--- src/rtl/scope_pkg.sv ---
// rtl/scope_pkg.sv - shared types and constants for the scope frame sampler
package scope_pkg;

  localparam int SAMPLE_W = 12;

  typedef enum logic [1:0] {
    FREE   = 2'd0,
    ARMED  = 2'd1,
    POST   = 2'd2,
    FROZEN = 2'd3
  } scope_state_e;

  localparam logic [1:0] MODE_LAST     = 2'd0;
  localparam logic [1:0] MODE_MAX      = 2'd1;
  localparam logic [1:0] MODE_MIN      = 2'd2;
  localparam logic [1:0] MODE_LAST_ALT = 2'd3;

  // A zero-length post-trigger window still captures one frame.
  function automatic int post_load(input int pf);
    return (pf < 1) ? 1 : pf;
  endfunction

endpackage

--- src/rtl/scope_reduce.sv ---
// rtl/scope_reduce.sv - one channel's per-frame accumulator (last/max/min)
module scope_reduce
  import scope_pkg::*;
#(
  parameter int W = SAMPLE_W
) (
  input  logic         clk,
  input  logic         reset,
  input  logic         fb,
  input  logic         sample_valid,
  input  logic [1:0]   mode,
  input  logic [W-1:0] sample,
  output logic [W-1:0] acc
);

  always_ff @(posedge clk) begin
    if (reset) begin
      acc <= '0;
    end else if (fb) begin
      // Seed for the next frame; a same-cycle sample belongs to the new frame.
      if (sample_valid) begin
        acc <= sample;
      end else begin
        case (mode)
          MODE_MAX: acc <= '0;
          MODE_MIN: acc <= '1;
          default:  acc <= acc;
        endcase
      end
    end else if (sample_valid) begin
      case (mode)
        MODE_MAX: if (sample > acc) acc <= sample;
        MODE_MIN: if (sample < acc) acc <= sample;
        default:  acc <= sample;
      endcase
    end
  end

endmodule

--- src/rtl/scope_frame_sampler.sv ---
// rtl/scope_frame_sampler.sv - per-frame ADC reduction with armed trigger and freeze
module scope_frame_sampler
  import scope_pkg::*;
#(
  parameter int POST_FRAMES = 320,
  parameter int W           = SAMPLE_W
) (
  input  logic         clk,
  input  logic         reset,
  input  logic         vsync,
  input  logic         sample_valid,
  input  logic [W-1:0] ad_a0_in,
  input  logic [W-1:0] ad_a1_in,
  input  logic [W-1:0] ad_b0_in,
  input  logic [W-1:0] ad_b1_in,
  input  logic [1:0]   mode,
  input  logic [1:0]   trig_sel,
  input  logic [W-1:0] trig_level,
  input  logic         trig_arm,
  input  logic         trig_stop,
  output logic [W-1:0] ad_a0,
  output logic [W-1:0] ad_a1,
  output logic [W-1:0] ad_b0,
  output logic [W-1:0] ad_b1,
  output logic         frame_stb,
  output logic         armed,
  output logic         frozen
);

  localparam logic [1:0] S_FREE   = FREE;
  localparam logic [1:0] S_ARMED  = ARMED;
  localparam logic [1:0] S_POST   = POST;
  localparam logic [1:0] S_FROZEN = FROZEN;

  localparam int POST_LOAD = post_load(POST_FRAMES);
  localparam int CW        = $clog2(POST_LOAD + 1);
  localparam logic [CW-1:0] POST_INIT = CW'(POST_LOAD);
  localparam logic [CW-1:0] CNT_ONE   = CW'(1);

  logic [1:0]    state;
  logic [CW-1:0] post_cnt;
  logic          vsync_d1;
  logic          fb;
  logic          upd;
  logic          frame_any;

  logic [W-1:0]  smp [4];
  logic [W-1:0]  acc [4];

  logic [1:0]    sel_d;
  logic [W-1:0]  prev_sel;
  logic          prev_ok;
  logic          sel_changed;
  logic [W-1:0]  cur_sel;
  logic          trig_hit;

  assign smp[0] = ad_a0_in;
  assign smp[1] = ad_a1_in;
  assign smp[2] = ad_b0_in;
  assign smp[3] = ad_b1_in;

  assign fb  = vsync & ~vsync_d1;
  assign upd = fb & (state != S_FROZEN);

  for (genvar i = 0; i < 4; i++) begin : g_ch
    scope_reduce #(.W(W)) u_reduce (
      .clk          (clk),
      .reset        (reset),
      .fb           (fb),
      .sample_valid (sample_valid),
      .mode         (mode),
      .sample       (smp[i]),
      .acc          (acc[i])
    );
  end

  // A frame without valid samples leaves the displayed values untouched.
  always_ff @(posedge clk) begin
    if (reset) begin
      vsync_d1  <= 1'b0;
      frame_any <= 1'b0;
    end else begin
      vsync_d1 <= vsync;
      if (fb) begin
        frame_any <= sample_valid;
      end else if (sample_valid) begin
        frame_any <= 1'b1;
      end
    end
  end

  always_ff @(posedge clk) begin
    if (reset) begin
      ad_a0     <= '0;
      ad_a1     <= '0;
      ad_b0     <= '0;
      ad_b1     <= '0;
      frame_stb <= 1'b0;
    end else begin
      frame_stb <= upd;
      if (upd && frame_any) begin
        ad_a0 <= acc[0];
        ad_a1 <= acc[1];
        ad_b0 <= acc[2];
        ad_b1 <= acc[3];
      end
    end
  end

  assign cur_sel     = smp[trig_sel];
  assign sel_changed = (trig_sel != sel_d);
  assign trig_hit    = sample_valid & prev_ok & ~sel_changed &
                       (prev_sel < trig_level) & (cur_sel >= trig_level);

  // Switching channels discards history so a stale sample cannot fake an edge.
  always_ff @(posedge clk) begin
    if (reset) begin
      sel_d    <= 2'd0;
      prev_sel <= '0;
      prev_ok  <= 1'b0;
    end else begin
      sel_d <= trig_sel;
      if (sample_valid) begin
        prev_sel <= cur_sel;
        prev_ok  <= 1'b1;
      end else if (sel_changed) begin
        prev_sel <= '0;
        prev_ok  <= 1'b0;
      end
    end
  end

  always_ff @(posedge clk) begin
    if (reset) begin
      state    <= S_FREE;
      post_cnt <= '0;
    end else if (trig_stop) begin
      state    <= S_FREE;
      post_cnt <= '0;
    end else if (trig_arm) begin
      state    <= S_ARMED;
      post_cnt <= '0;
    end else begin
      case (state)
        S_ARMED: begin
          if (trig_hit) begin
            state    <= S_POST;
            post_cnt <= POST_INIT;
          end
        end
        S_POST: begin
          if (fb) begin
            if (post_cnt == CNT_ONE) begin
              state    <= S_FROZEN;
              post_cnt <= '0;
            end else begin
              post_cnt <= post_cnt - CNT_ONE;
            end
          end
        end
        default: begin
        end
      endcase
    end
  end

  assign armed  = (state == S_ARMED);
  assign frozen = (state == S_FROZEN);

endmodule

--- config.mk ---
export PLATFORM = sky130hd
export DESIGN_NAME = scope_frame_sampler
export DESIGN_NICKNAME = d
export VERILOG_FILES = /design/src/rtl/scope_pkg.sv /design/src/rtl/scope_reduce.sv /design/src/rtl/scope_frame_sampler.sv
export SDC_FILE = /design/constraint.sdc
export NUM_CORES = 1
export LEC_CHECK = 0
export CAP_MARGIN = 20
export CORE_MARGIN = 2
export CORE_UTILIZATION = 58
export CTS_CLUSTER_SIZE = 12
export DETAILED_ROUTE_END_ITERATION = 10
export PLACE_DENSITY_LB_ADDON = 0.08
export SLEW_MARGIN = 15
export SYNTH_ARGS = -nofsm -noshare
export SYNTH_HDL_FRONTEND = slang
export SYNTH_SLANG_ARGS = --single-unit
export TNS_END_PERCENT = 30
--- constraint.sdc ---
create_clock -name clk -period 11.2 [get_ports clk]
set_clock_uncertainty 0.2 [all_clocks]
set_input_delay 2.24 -clock clk [delete_from_list [all_inputs] [get_ports clk]]
set_output_delay 2.24 -clock clk [all_outputs]
set_load 0.005 [all_outputs]
# Word-level counts from Yosys, hierarchy flattened
# Cells that the tools add are included.
# op_classes
reduce_logical,15
addsub,1
n_lt_le_gt_ge,11
mux,43
bitwise,9
eq_ne,22
# ops
op,count
two-way mux 12 bit,24
case mux 12 bit (2 select lines),5
less-than comparator 12 bit,5
greater-than comparator 12 bit,4
two-way mux 9 bit,3
inequality test 3 x 2 -> 1 bit (second input constant),9
binary-select mux 12 bit (select 2 bit),1
AND reduction 4 bit,6
case mux 9 bit (2 select lines),1
greater-or-equal comparator 12 bit,1
== test 9 x 1 -> 1 bit (second input constant),1
subtractor 9 x 1 -> 9 bit (second input constant),1
bitwise AND 1 bit,6
== test 2 bit (second input constant),3
two-way mux 2 bit,3
inequality test 2 bit (second input constant),3
inequality test 3 bit (second input constant),2
nonzero test 2 bit,3
nonzero test 3 bit,2
two-way mux 1 bit,5
== test 2 x 1 -> 1 bit (second input constant),2
case mux 2 bit (2 select lines),1
greater-or-equal comparator 3 bit (second input constant),1
NOT 2 -> 3 bit,1
other kinds (7),8
# word_totals
output_inout_bits,51
inputBits,70
elab_cells,118
reg_bits,125

# Depth between registers and ports, before layout
# logic_depth
ltp_word,9
depth_mapped,12
mapped_depth_nobuf,9

# Hierarchy
# From an unflattened synthesis, not the netlist that was laid out.
# hier_totals
cells_unflattened,875
hier_area_um2,7424.6
# by_module_without_submodules
module,area_each_um2,n_inst,seq_area_each_um2,cells_each
scope_frame_sampler,3841.2,1,1541.5,448
scope_reduce at g_ch[0].u_reduce ...,895.9,3,240.2,107
scope_reduce at g_ch[3].u_reduce,895.9,1,240.2,106

# Worst setup path after synthesis
# OpenSTA, ideal clock, no wires.
# synth_path
path_kind,input port to flip-flop
start,in trig_sel[0]
end,reg post_cnt[5]
t_required_ns,10.873
path_slack_ns,5.943
arrival_ns,4.930
path_stages,11
n_path_buf,3
setup_ns,0.127
path_cell_list,buf_6 > buf_2 > mux4_2 > ha_1 > a21o_1 > a21o_1 > a2111oi_4 > and3_2 > buf_2 > nor4_1 > or3_1
# synth_between
elab_chain_len,8
word_cells_on_any_way,12
cone_classes,1 x order compare; 2 x eq/ne; 3 x mux; 5 x bitwise; 1 x reduce/logical
# synth_rtl
element,line_no,rtl
start: declaration,scope_frame_sampler.sv:17,"input logic [1:0] trig_sel,"
NOT 2 -> 3 bit (not written as such),scope_frame_sampler.sv:110,assign cur_sel = smp[trig_sel];
binary-select mux 12 bit (select 2 bit),scope_frame_sampler.sv:110,
two-way mux 12 bit (not written as such) (2 in series),scope_frame_sampler.sv:110,
greater-or-equal comparator 12 bit,scope_frame_sampler.sv:113,(prev_sel < trig_level) & (cur_sel >= trig_level);
bitwise AND 1 bit *,scope_frame_sampler.sv:113,
inequality test 2 x 1 -> 1 bit (no source line) *,--,
AND reduction 3 bit (no source line) *,--,
end signal: assignment,scope_frame_sampler.sv:157,post_cnt <= post_cnt - CNT_ONE;
end: declaration,scope_frame_sampler.sv:41,logic [CW-1:0] post_cnt;
# Every way passes the cells marked *; elsewhere a longest branch is shown, timed or not. The select of a mux whose other input is x is not followed.
# A chain may end at the register's enable or synchronous reset.

# Final worst setup path
# layout_path
start,in trig_sel[0]
end,reg post_cnt[1]
# The elaborated chain is that of the path after synthesis.

==> results.md <==
* Synth unique cells at 58
* Cells resized by post-CTS repair at 0
* Type of destination of the critical path: flip-flop
* Relative slew margins at 0.403
* Final setup violation count at 0
* # IOs at 121
* Clock slew seen by the registers of the worst setup and hold paths at 0.05 ns
* Share of cells above drive strength 1 at 0.0627
* Global Route Usage Sum at 0.316
* Share of total power in sequential cells at 0.384
* Clock Root Buffer: sky130_fd_sc_hd__clkbuf_16
* HPWL after DPL at 14.8 mm
* Routed vias at 6,661
* Maximum clock frequency at 171 MHz
* Drt first-iter violations at 544
* Post-Syn Area at 6960 sq um
* Cts-stage hold buffer count at 0
* RSZ-0062 raised after global routing: false
* Power per unit of standard cell area at 144 nW/um^2
* Insertion delay of the later-clocked pin in the worst-skew pair at 0.43 ns
* Worst hold slack after final layout at 0.250 ns
* Synth Net Count at 973
* GPL Wtd Cong at 0.919
* TritonCTS buffer count at 17
* Critical Path Fanout Max at 14
* DIE WIDTH at 114 microns
* Number of sinks handled by clock tree synthesis at 125
* EDFF count, synth at 0
* Number of levels the H-tree was split into at 4
* Net switching power figure at 0.351 mW
* Switching power share of the total at 0.276
* PortBufs at 120
* Final routed DRC violation total at 0
* Die outline height at 114 microns
* Vias in the first global route at 6,538
* Maximum vdd ir drop at 0.107 mV
* Total power draw at 1.27 mW
* Number of storage elements in the synthesis netlist at 125
* Critical path launch point type: input pin
* Arrival time worst endpoint at 5.95 ns
* Required time of the critical path at 11.29 ns
* Clock tree from TritonCTS: done
* Routed Antenna Nets at 0
* Part of the Yosys area used for sequential elements at 0.360
* Number of failing hold endpoints at the final stage at 0
* Clock group share of total power at 0.430
* Fraction of registers with async set/reset at 0
* Antenna violations before repair at 0
* Summed negative setup slack over all endpoints at 0 ns
* Internal power component at 0.921 mW
* Outcome: finished, final reports clean
* CTS Buffer Depth at 2
* Commonest register cell after synthesis: sky130_fd_sc_hd__dfxtp_1
* Final period util at 0.523
* Routed Wire Length at 20.0 mm
* Final antenna diode count at 0
* Core region area at 11,900 sq um
* Path category of the worst min-delay check: reg -> reg
* Comb pwr share at 0.186
* Final Slew Violations at 0
* Area grow syn2layout at 26.8%
* Detailed-route vias per instance at 6.12
* Starting Density at 0.587
* Cells after Synth at 827
* Total of warnings raised by yosys at 0
* Placement Rows at 40
* Final critical path time including I/O delays and setup at 5.86 ns
* Category of the most critical setup path: in -> reg
* Synth Area per Inst at 8.41 sq um
* Number of buffers inserted to repair setup after CTS at 0
* Static power due to leakage at 3.53 nW
* Max Cap Violations at 0
* Total number of nets in the final design at 1,074
* Avg WL per Cell at 18.4 microns
* Post-layout utilization of the core at 0.744
* Pin count of the biggest net entering global routing at 118
* Gr ovfl total at 0
* First-pass detailed-route iteration total at 9
* Global-route wire length before repair at 32.4 mm
* Die area at 12,900 sq um
* Worst Max-Slew Pin Slew at 0.893 ns
## logic make-up (layout without fill, tap and decap cells)
family / count (synthesis) / count (layout) / synth area share
flops: 125 / 125 / 0.360
xor+xnor: 2 / 2 / 0.00360
mux: 14 / 14 / 0.0417
fa+ha+maj: 76 / 76 / 0.137
simple gates: 280 / 280 / 0.181
compound gates: 213 / 213 / 0.212
buf+inv: 117 / 231 / 0.0658
## critical path, stage by stage
cell	delay, ns
sky130_fd_sc_hd__clkdlybuf4s50_1	1.06
sky130_fd_sc_hd__mux4_2	0.63
sky130_fd_sc_hd__ha_1	0.37
sky130_fd_sc_hd__nand4_2	0.15
sky130_fd_sc_hd__nor4_2	0.28
sky130_fd_sc_hd__o31ai_1	0.17
sky130_fd_sc_hd__a221oi_1	0.60
sky130_fd_sc_hd__o21ai_1	0.27
sky130_fd_sc_hd__mux2i_1	0.19
## cells in the final DEF (no fill, tap or decap), types with 10 or more instances in the layout
| cell | Yosys | layout |
|---|---|---|
| sky130_fd_sc_hd__a21oi_1 | 77 | 77 |
| sky130_fd_sc_hd__a221oi_1 | 50 | 50 |
| sky130_fd_sc_hd__a22oi_1 | 12 | 12 |
| sky130_fd_sc_hd__clkbuf_16 | 0 | 17 |
| sky130_fd_sc_hd__clkdlybuf4s50_1 | 0 | 119 |
| sky130_fd_sc_hd__dfxtp_1 | 125 | 125 |
| sky130_fd_sc_hd__ha_1 | 76 | 76 |
| sky130_fd_sc_hd__inv_1 | 70 | 70 |
| sky130_fd_sc_hd__mux4_2 | 12 | 12 |
| sky130_fd_sc_hd__nand2_1 | 173 | 173 |
| sky130_fd_sc_hd__nand4_1 | 15 | 15 |
| sky130_fd_sc_hd__nor2_1 | 32 | 32 |
| sky130_fd_sc_hd__nor2b_1 | 10 | 10 |
| sky130_fd_sc_hd__o21ai_0 | 15 | 15 |
## metal layers
layer / vias to the layer above / part of all wire / global-route usage
li1: 3176 / - / -
met1: 3156 / 0.41 / 0.391
met2: 269 / 0.48 / 0.523
met3: 60 / 0.072 / 0.0712
met4: 0 / 0.036 / 0.152
met5: - / 0 / 0
## worst paths after layout
kind	from	end	slack, ns	depth (start not counted)
setup / recovery	trig_sel[0]	post_cnt[1]	5.34	9
hold / removal	ad_a0[2]	ad_a0[2]	0.25	2
setup reg to reg	g_ch[2].u_reduce.acc[11]	g_ch[2].u_reduce.acc[3]	8.33	9
hold reg to reg	ad_a0[2]	ad_a0[2]	0.25	2
## flip-flops by register name (all words and copies together), names as in the netlist
name,flops
ad_b1,12
sel_d,2
frame_stb,1
prev_sel,12
vsync_d1,1
prev_ok,1
frame_any,1
post_cnt,9
ad_a1,12
g_ch.u_reduce.acc,48
ad_a0,12
state,2
ad_b0,12
## final cells by class
| class | instances | area [sq um] |
|---|---|---|
| clock inverters | 10 | 114 |
| flip-flops and latches | 125 | 2500 |
| clock buffers | 22 | 474 |
| repair buffers | 129 | 1290 |
| well taps | 147 | 184 |
| fillers | 893 | 3040 |
| multi-input cells | 585 | 4000 |
| inverters | 70 | 263 |
## power groups by stage
stage	combinational [mW]	sequential [mW]	clock [mW]
floorplan	0.148	0.493	0
global placement	0.219	0.497	0
detailed placement	0.230	0.498	0
CTS	0.232	0.489	0.548
global route	0.261	0.491	0.572
finish	0.236	0.489	0.547
## cell usage after synthesis (all sizes together), types with 3 or more instances
master	count	area, sq um
nand2	173	649
dfxtp	125	2500
a21oi	77	385
ha	76	951
inv	70	263
a221oi	50	438
clkbuf	34	128
nor2	32	120
nand4	16	106
o21ai	16	80.1
buf	13	67.6
a22oi	12	90.1
mux4	12	270
nor2b	10	62.6
a21o	9	67.6
nor3	9	45.0
a211oi	7	52.6
nor4	7	56.3
a31oi	6	37.5
and2	6	37.5
nand2b	6	37.5
o21a	6	45.0
nand3	5	25.0
a211o	4	35.0
and3	4	31.3
o2bb2ai	4	35.0
o31ai	4	30.0
a221o	3	30.0
o211ai	3	22.5
or2	3	18.8
## per-stage QoR
stage                     worst slack, ns  instance area (sq um)  std cells
final                                5.34                   8820       1088
after global routing                 5.11                   8820       1088
after CTS                            5.36                   8790       1087
after detailed placement             4.94                   8210       1055
after global placement               5.07                   8210       1055
after floorplan                      5.94                   6960        827
No activity file was read; power rests on OpenSTA's default activity.
